===== src/rtl/frame_sequencer_pkg.sv =====
// frame_seq_pkg: shared widths, header word, FSM states and error codes for the frame sequencer
package frame_seq_pkg;
   localparam int DW = 14;
   localparam int NCH = 4;
   localparam int IW = $clog2(NCH);
   localparam logic [DW-1:0] HEADER = 14'h0FFF;
   localparam int TIMEOUT_CYC = 1024;
   localparam int TW = $clog2(TIMEOUT_CYC + 1);
   typedef enum logic {HUNT, COLLECT} state_t;
   localparam logic [1:0] ERR_NONE = 2'b00;
   localparam logic [1:0] ERR_TIMEOUT = 2'b01;
   localparam logic [1:0] ERR_OVERRUN = 2'b10;
endpackage


===== src/rtl/frame_sequencer_if.sv =====
// frame_sequencer_if: word stream in, channel strobes/status out of the frame sequencer
interface frame_sequencer_if;
   import frame_seq_pkg::*;
   logic en;
   logic word_valid;
   logic [DW-1:0] word_data;
   logic proc_busy;
   logic [NCH-1:0] ch_wr;
   logic [DW-1:0] ch_data;
   logic head_flag;
   logic frame_err;
   logic [1:0] err_code;
   logic [15:0] frame_cnt;
   modport master (
      output en, word_valid, word_data, proc_busy,
      input ch_wr, ch_data, head_flag, frame_err, err_code, frame_cnt
   );
   modport slave (
      input en, word_valid, word_data, proc_busy,
      output ch_wr, ch_data, head_flag, frame_err, err_code, frame_cnt
   );
endinterface


===== src/rtl/gap_timer.sv =====
// gap_timer: saturating idle-cycle counter; expired marks the idle cycle that reaches TIMEOUT_CYC
module gap_timer import frame_seq_pkg::*; (
   input  logic clk,
   input  logic rstn,
   input  logic clear,
   input  logic enable,
   output logic expired
);
   localparam logic [TW-1:0] LIMIT = TW'(TIMEOUT_CYC);
   logic [TW-1:0] cnt;
   always_ff @(posedge clk or negedge rstn)
      if (!rstn) cnt <= '0;
      else if (clear) cnt <= '0;
      else if (enable && cnt != LIMIT) cnt <= cnt + 1'b1;
   assign expired = enable && cnt >= LIMIT - 1'b1;
endmodule


===== src/rtl/frame_sequencer.sv =====
// frame_sequencer: locks onto the header word and steers the following NCH words to channel strobes
module frame_sequencer import frame_seq_pkg::*; (
   input logic clk,
   input logic rstn,
   frame_sequencer_if.slave bus
);
   localparam logic [IW-1:0] LAST = IW'(NCH - 1);
   state_t state, state_n;
   logic [IW-1:0] idx, idx_n;
   logic [NCH-1:0] wr_q, wr_n;
   logic [DW-1:0] data_q, data_n;
   logic head_q, head_n, err_q, err_n;
   logic [1:0] code_q, code_n;
   logic [15:0] cnt_q, cnt_n;
   logic collect, expired;
   assign collect = state == COLLECT && bus.en;
   gap_timer u_timer (
      .clk(clk),
      .rstn(rstn),
      .clear(!collect || bus.word_valid),
      .enable(collect && !bus.word_valid),
      .expired(expired)
   );
   always_ff @(posedge clk or negedge rstn)
      if (!rstn) begin
         state <= HUNT;
         idx <= '0;
         wr_q <= '0;
         data_q <= '0;
         head_q <= 1'b0;
         err_q <= 1'b0;
         code_q <= ERR_NONE;
         cnt_q <= '0;
      end else begin
         state <= state_n;
         idx <= idx_n;
         wr_q <= wr_n;
         data_q <= data_n;
         head_q <= head_n;
         err_q <= err_n;
         code_q <= code_n;
         cnt_q <= cnt_n;
      end
   always_comb begin
      state_n = state;
      idx_n = idx;
      wr_n = '0;
      data_n = data_q;
      head_n = 1'b0;
      err_n = 1'b0;
      code_n = code_q;
      cnt_n = cnt_q;
      if (!bus.en) begin
         state_n = HUNT;
         idx_n = '0;
      end else if (state == HUNT) begin
         if (bus.word_valid && bus.word_data == HEADER) begin
            state_n = COLLECT;
            idx_n = '0;
         end
      end else if (bus.word_valid) begin
         wr_n = NCH'(1) << idx;
         data_n = bus.word_data;
         idx_n = idx + 1'b1;
         if (idx == LAST) begin
            // frame complete: busy downstream turns the start pulse into an overrun
            state_n = HUNT;
            idx_n = '0;
            head_n = !bus.proc_busy;
            err_n = bus.proc_busy;
            code_n = bus.proc_busy ? ERR_OVERRUN : ERR_NONE;
            cnt_n = bus.proc_busy ? cnt_q : cnt_q + 16'd1;
         end
      end else if (expired) begin
         state_n = HUNT;
         err_n = 1'b1;
         code_n = ERR_TIMEOUT;
      end
   end
   assign bus.ch_wr = wr_q;
   assign bus.ch_data = data_q;
   assign bus.head_flag = head_q;
   assign bus.frame_err = err_q;
   assign bus.err_code = code_q;
   assign bus.frame_cnt = cnt_q;
endmodule


===== src/flat_wrapper.sv =====
// flat-port wrapper written by rule: the top's interface ports become plain ports
module frame_sequencer_flat import frame_seq_pkg::*;
  (clk, rstn, bus_en, bus_word_valid, bus_word_data, bus_proc_busy, bus_ch_wr, bus_ch_data, bus_head_flag, bus_frame_err, bus_err_code, bus_frame_cnt);
  frame_sequencer_if bus_i ();
  input logic clk;
  input logic rstn;
  input wire logic [$bits(bus_i.en)-1:0] bus_en;
  input wire logic [$bits(bus_i.word_valid)-1:0] bus_word_valid;
  input wire logic [$bits(bus_i.word_data)-1:0] bus_word_data;
  input wire logic [$bits(bus_i.proc_busy)-1:0] bus_proc_busy;
  output wire logic [$bits(bus_i.ch_wr)-1:0] bus_ch_wr;
  output wire logic [$bits(bus_i.ch_data)-1:0] bus_ch_data;
  output wire logic [$bits(bus_i.head_flag)-1:0] bus_head_flag;
  output wire logic [$bits(bus_i.frame_err)-1:0] bus_frame_err;
  output wire logic [$bits(bus_i.err_code)-1:0] bus_err_code;
  output wire logic [$bits(bus_i.frame_cnt)-1:0] bus_frame_cnt;
  assign bus_i.en = bus_en;
  assign bus_i.word_valid = bus_word_valid;
  assign bus_i.word_data = bus_word_data;
  assign bus_i.proc_busy = bus_proc_busy;
  assign bus_ch_wr = bus_i.ch_wr;
  assign bus_ch_data = bus_i.ch_data;
  assign bus_head_flag = bus_i.head_flag;
  assign bus_frame_err = bus_i.frame_err;
  assign bus_err_code = bus_i.err_code;
  assign bus_frame_cnt = bus_i.frame_cnt;
  frame_sequencer u_core (.clk(clk), .rstn(rstn), .bus(bus_i));
endmodule

===== config.mk =====
export PLATFORM = sky130hd
export DESIGN_NAME = frame_sequencer_flat
export DESIGN_NICKNAME = d
export VERILOG_FILES = /design/src/rtl/frame_sequencer_pkg.sv /design/src/rtl/frame_sequencer_if.sv /design/src/rtl/gap_timer.sv /design/src/rtl/frame_sequencer.sv /design/src/flat_wrapper.sv
export SDC_FILE = /design/constraint.sdc
export NUM_CORES = 1
export LEC_CHECK = 0
export BUFFER_PORTS_ARGS = -buffer_cell sky130_fd_sc_hd__buf_2
export CORE_MARGIN = 1.5
export CORE_UTILIZATION = 30
export CTS_BUF_LIST = sky130_fd_sc_hd__clkbuf_16
export CTS_CLUSTER_DIAMETER = 80
export DETAILED_ROUTE_END_ITERATION = 8
export GPL_TIMING_DRIVEN = 0
export HOLD_SLACK_MARGIN = 0.03
export PLACE_DENSITY = 0.56
export SLEW_MARGIN = 10
export SYNTH_ARGS = -nofsm -noshare
export SYNTH_HDL_FRONTEND = slang
export SYNTH_HIERARCHICAL = 1
export SYNTH_SLANG_ARGS = --single-unit

===== constraint.sdc =====
create_clock -name clk -period 5 [get_ports clk]
set_input_delay 1 -clock clk [delete_from_list [all_inputs] [get_ports clk]]
set_output_delay 1 -clock clk [all_outputs]
set_load 0.1 [all_outputs]

# Yosys cells after proc, flatten, opt, wreduce, memory -nomap -nowiden
# Cells that the tools add are included.
# totals
in_bits,19
reg_bits,52
wordCells,65
out_inout_bits,38
# op_classes
reduce_logical,15
magnitude_cmp,1
n_bitwise,1
muxes,29
n_addsub,3
n_eq_ne,6
shifts,1
# ops
operator,n
$mux W11,2
$mux W2,9
$add A16 B1 Y16 const B,1
$mux W1,15
$eq A14 B12 Y1 const B,1
$mux W4,3
$add A11 B1 Y11 const B,1
$ge A11 B10 Y1 const B,1
$ne A11 B11 Y1 const B,1
$logic_and A1 B1 Y1,5
$reduce_and A5 Y1,1
$reduce_and A4 Y1,1
$reduce_bool A2 Y1,2
$shl A1 B2 Y4 const A,1
$logic_not A1 Y1,3
$ne A3 B1 Y1 const B,1
$ne A3 B3 Y1 const B,1
$reduce_and A3 Y1,1
$add A2 B1 Y2 const B,1
$eq A2 B2 Y1 const B,1
$ne A2 B1 Y1 const B,1
$reduce_and A2 Y1,1
$logic_or A1 B1 Y1,1
$not A1 Y1,1

# Depth between registers and ports, before layout
# logic_depth
ltp_word,7
ltp_mapped,8
depth_no_buf,7

# Modules after synthesis
# Netlist, hierarchy kept.
# by_module_without_submodules
module,n_inst,cells_each,area_per_inst_um2,seq_area_each_um2
frame_sequencer,1,151,1825.5,1026.0
gap_timer,1,68,646.9,275.3

# Worst setup path before layout
# No wires, ideal clock.
# synth_path
path_kind,input to register
startpoint,input port bus_en
endpoint,register u_core.u_timer.cnt[7]
slack_ps,2519
path_buffers,1
t_required_ps,4922
setup_time_ps,78
arrival_time_ps,2403
cell_stages,7
path_cell_list,buf_2 -> nand2_1 -> or2_2 -> inv_1 -> nand3_1 -> or4_1 -> a21oi_1
# synth_between
elab_chain_len,4
elab_cells_between_ends,7
cone_classes,mux: 1; reduce/logical: 6
# synth_lines
element,line,source
from (decl),flat_wrapper.sv:7,input wire logic [$bits(bus_i.en)-1:0] bus_en;
$logic_and A1 B1 Y1 *,frame_sequencer.sv:16,assign collect = state == COLLECT && bus.en;
$logic_not A1 Y1 or $logic_and A1 B1 Y1 (tied branches),"frame_sequencer.sv:20, frame_sequencer.sv:21",
$logic_or A1 B1 Y1 or $logic_and A1 B1 Y1 (tied branches),"frame_sequencer.sv:20, gap_timer.sv:14",
$mux W11 or $reduce_bool A2 Y1 (tied branches),-,
to (signal assigned),gap_timer.sv:14,else if (enable && cnt != LIMIT) cnt <= cnt + 1'b1;
to (decl),gap_timer.sv:10,logic [TW-1:0] cnt;
# Mark *: on every way between the ends. The rest lies on a longest branch, timed or not.
# A chain may end at the register's enable or synchronous reset.

# Worst setup path in the final report
# layout_path
startpoint,input port bus_word_valid
endpoint,register u_core.u_timer.cnt[7]
# layout_between
elab_chain_len,4
elab_cells_between_ends,6
cone_classes,mux: 1; reduce/logical: 5
# layout_lines
element,line,source
from (decl),flat_wrapper.sv:8,input wire logic [$bits(bus_i.word_valid)-1:0] bus_word_valid;
$logic_not A1 Y1,frame_sequencer.sv:21,".enable(collect && !bus.word_valid),"
$logic_and A1 B1 Y1,frame_sequencer.sv:21,
$logic_and A1 B1 Y1,gap_timer.sv:14,
$reduce_bool A2 Y1 (no line),-,
# Several ways; a longest one is shown, not always the timed one.

==> impl_metrics.json <==
{
  "wl_mm": 4.850,
  "gp_congestion": 0.7448,
  "worstPathCellList": "buf_2, clkbuf_1, or2_2, inv_1, nand3_1, or4_1, a21oi_1",
  "power.switching_uw": 157.6,
  "grt.overflow.total": 0,
  "hold_start": "u_core/bus.frame_cnt[15]",
  "grt_pass1_vias": 1722,
  "yosys.area.top_type": "dfrtp_1",
  "drtAntennaViolNets": 0,
  "yosys-top-cells-area": "dfrtp_1 (53%), mux2_2 (8.2%), xnor2_1 (4.6%)",
  "io_pins": 57,
  "drive_gt1_share_pct": 31.91,
  "chipHeight_um": 93.78,
  "area_growth_pct": 21.91,
  "min_path_cells": 1,
  "grt_start_max_net_pins": 53,
  "ys_seq_elements": 52,
  "cts_resized": 0,
  "synth_edf_count": 0,
  "r2r_cells": 7,
  "final_max_slew_viol_count": 0,
  "clkLatencyLatePin_ns": 0.29,
  "synth_flop_cell": "dfrtp_1",
  "fin_nets": 307,
  "grtUsageMet2_pct": 17.87,
  "yosysUniqueCellTypes": 38,
  "top_usage_layer": "met2",
  "post_cts_buffers": 0,
  "ys_async_sr_fraction_pct": 100.0,
  "hpwl_mm": 3.457,
  "run_status": "finished clean",
  "use_met3_pct": 2.832,
  "seq_area_frac_synth_pct": 52.63,
  "p_total_uw": 765.7,
  "crit_path_max_incr_delay_ns": 0.42,
  "syn_nets": 245,
  "path_clk_slew_ns": 0.06,
  "hold_end": "u_core/bus.frame_cnt[15]",
  "power.density_nw_per_um2": 254.0,
  "cp_max_fo": 10,
  "antenna_found_initial": 0,
  "clockPowerShare_pct": 42.1,
  "crit_family": "simple AND/OR/NAND/NOR gates",
  "cts_buffers": 5,
  "internal-power_uw": 608.1,
  "max_freq_ghz": 0.4055,
  "cts_hold_buf": 0,
  "netlist_area_sq_um": 2472,
  "die_w_um": 93.78,
  "switching_share_pct": 20.58,
  "end_kind": "register",
  "r2r_end": "u_core/u_timer/cnt[7]",
  "grt_util_met1_pct": 16.49,
  "wire_per_inst_um": 12.63,
  "firstDrtPassIters": 4,
  "combPwrFrac_pct": 3.0,
  "worstReg2RegStart": "u_core/state",
  "avgSynthCellArea_sq_um": 11.29,
  "vdd_ir_drop_max_mv": 0.1430,
  "cts.sinks": 52,
  "die-area_sq_um": 8795,
  "hp-class": "reg2reg",
  "first_iter_violations": 60,
  "yosysMostFrequentCell": "dfrtp_1",
  "coreArea_sq_um": 7848,
  "root_buffer": "clkbuf_16",
  "p_leak_uw": 0.001507,
  "skew_ns": 0.004104,
  "setup_violations": 0,
  "worstSetupPathType": "in2reg",
  "hold_violations": 0,
  "cp.arrival_ns": 2.68,
  "grt.total_usage_pct": 11.84,
  "vias": 1810,
  "initial_core_util_pct": 31.51,
  "crit_required_ns": 5.21,
  "yosysTopAreaCellShare_pct": 52.63,
  "rrSetupSlack_ns": 2.93,
  "min_period_ns": 2.466,
  "htreeDepth": 2,
  "cts_max_path_buffers": 2,
  "crit_path_start_kind": "primary input",
  "avgViaCountPerCell": 4.714,
  "netlist_instances": 219,
  "drc": 0,
  "port_buffers": 55,
  "crit_buf_inv": 3,
  "row_count": 32,
  "rsz0062_at_grt": "false",
  "crit_path_top_delay_cell": "or4_1",
  "tns_ns": 0,
  "grt_first_pass_wirelength_mm": 8.238,
  "max_slew_margin_pct": 55.18,
  "cap_violations": 0,
  "tightest_slew_ns": 0.6723,
  "fin_crit_sh_pct": 49.33,
  "cts_tree": "built",
  "num_antenna_cells": 0,
  "seqPwrFrac_pct": 54.9,
  "yosysWarningCount": 6,
  "ys_top_cells_by_count": "dfrtp_1 (52), mux2_2 (18), nand2_1 (18), xnor2_1 (13)"
}
-- logic make-up after synthesis --
| group | Yosys count | synth area share, % |
|---|---|---|
| compound gates | 24 | 5.820 |
| xor+xnor | 17 | 6.022 |
| fa+ha+maj | 7 | 3.542 |
| buf+inv | 17 | 2.733 |
| flops | 52 | 52.63 |
| mux | 19 | 8.603 |
| simple gates | 83 | 20.65 |
-- worst max path at each step --
stage | from | to | slack [ns] | cells past startpoint
6_report | bus_word_valid | u_core/u_timer/cnt[7] | 2.53 | 7
5_1_grt | bus_word_valid | u_core/u_timer/cnt[10] | 2.41 | 7
4_1_cts | bus_word_valid | u_core/u_timer/cnt[10] | 2.53 | 7
3_5_place_dp | bus_word_valid | u_core/u_timer/cnt[10] | 2.22 | 7
3_3_place_gp | bus_word_valid | u_core/u_timer/cnt[2] | 2.22 | 7
2_1_floorplan | bus_en | u_core/u_timer/cnt[7] | 2.52 | 7
-- stage by stage --
stage	instance area, sq um	utilization, %	cells	hold slack, ns	worst slack, ns
6_report	3014	38.41	384	0.4689	2.534
3_5_place_dp	2875	36.64	376	0.4655	2.219
2_1_floorplan	2472	-	219	0.5240	2.519
4_1_cts	3012	38.38	384	0.4744	2.530
5_1_grt	3014	38.41	384	0.4998	2.409
3_3_place_gp	2875	36.64	376	0.4558	2.224
-- registers in the layout (all words and copies together), names as in the netlist --
name                  flops
u_core/bus.ch_data       14
u_core/bus.frame_err      1
u_core/bus.ch_wr          4
u_core/bus.frame_cnt     16
u_core/state              1
u_core/bus.err_code       2
u_core/bus.head_flag      1
u_core/idx                2
u_core/u_timer/cnt       11
-- metal layers --
layer | share of wire [%] | vias up
met4 | 1.5 | 0
met1 | 48 | 866
met2 | 45 | 42
li1 | - | 894
met3 | 5.1 | 8
met5 | 0 | -
-- final cells by class --
type / count / area [sq um]
plain buffers: 5 / 22.52
well taps: 102 / 127.6
fillers: 804 / 4833
multi-input cells: 150 / 1104
clock inverters: 3 / 11.26
repair buffers: 55 / 277.8
flip-flops and latches: 52 / 1301
inverters: 12 / 45.04
clock buffers: 5 / 125.1
-- cells in the final DEF, fill, tap and decap left out, types with 4 or more instances in the layout --
cell and instances:
o21ai_0 6, nand2_1 18, nand3_1 12, and3_1 5, nand2b_1 4, inv_1 14
ha_1 7, or3_1 4, a21oi_1 7, xnor2_1 13, nor2_1 12, xor2_1 4
mux2_2 18, buf_2 57, dfrtp_1 52, clkbuf_16 5, nand4_1 8
-- worst register-to-register path: stages (launching register included) --
cell     delay [ns]
dfrtp_1        0.38
buf_2          0.22
nand2_1        0.13
or2_2          0.35
inv_1          0.18
nand3_1        0.17
or4_1          0.42
a21oi_1        0.14
-- power groups by stage --
stage | logic (uW) | registers (uW) | clock network, uW
final | 23.0 | 421 | 322
after global routing | 26.8 | 420 | 353
after CTS | 24.1 | 420 | 339
after detailed placement | 24.1 | 429 | 0
after global placement | 23.7 | 429 | 0
after floorplan | 4.22 | 429 | 0
No activity file was read; power rests on OpenSTA's default activity.
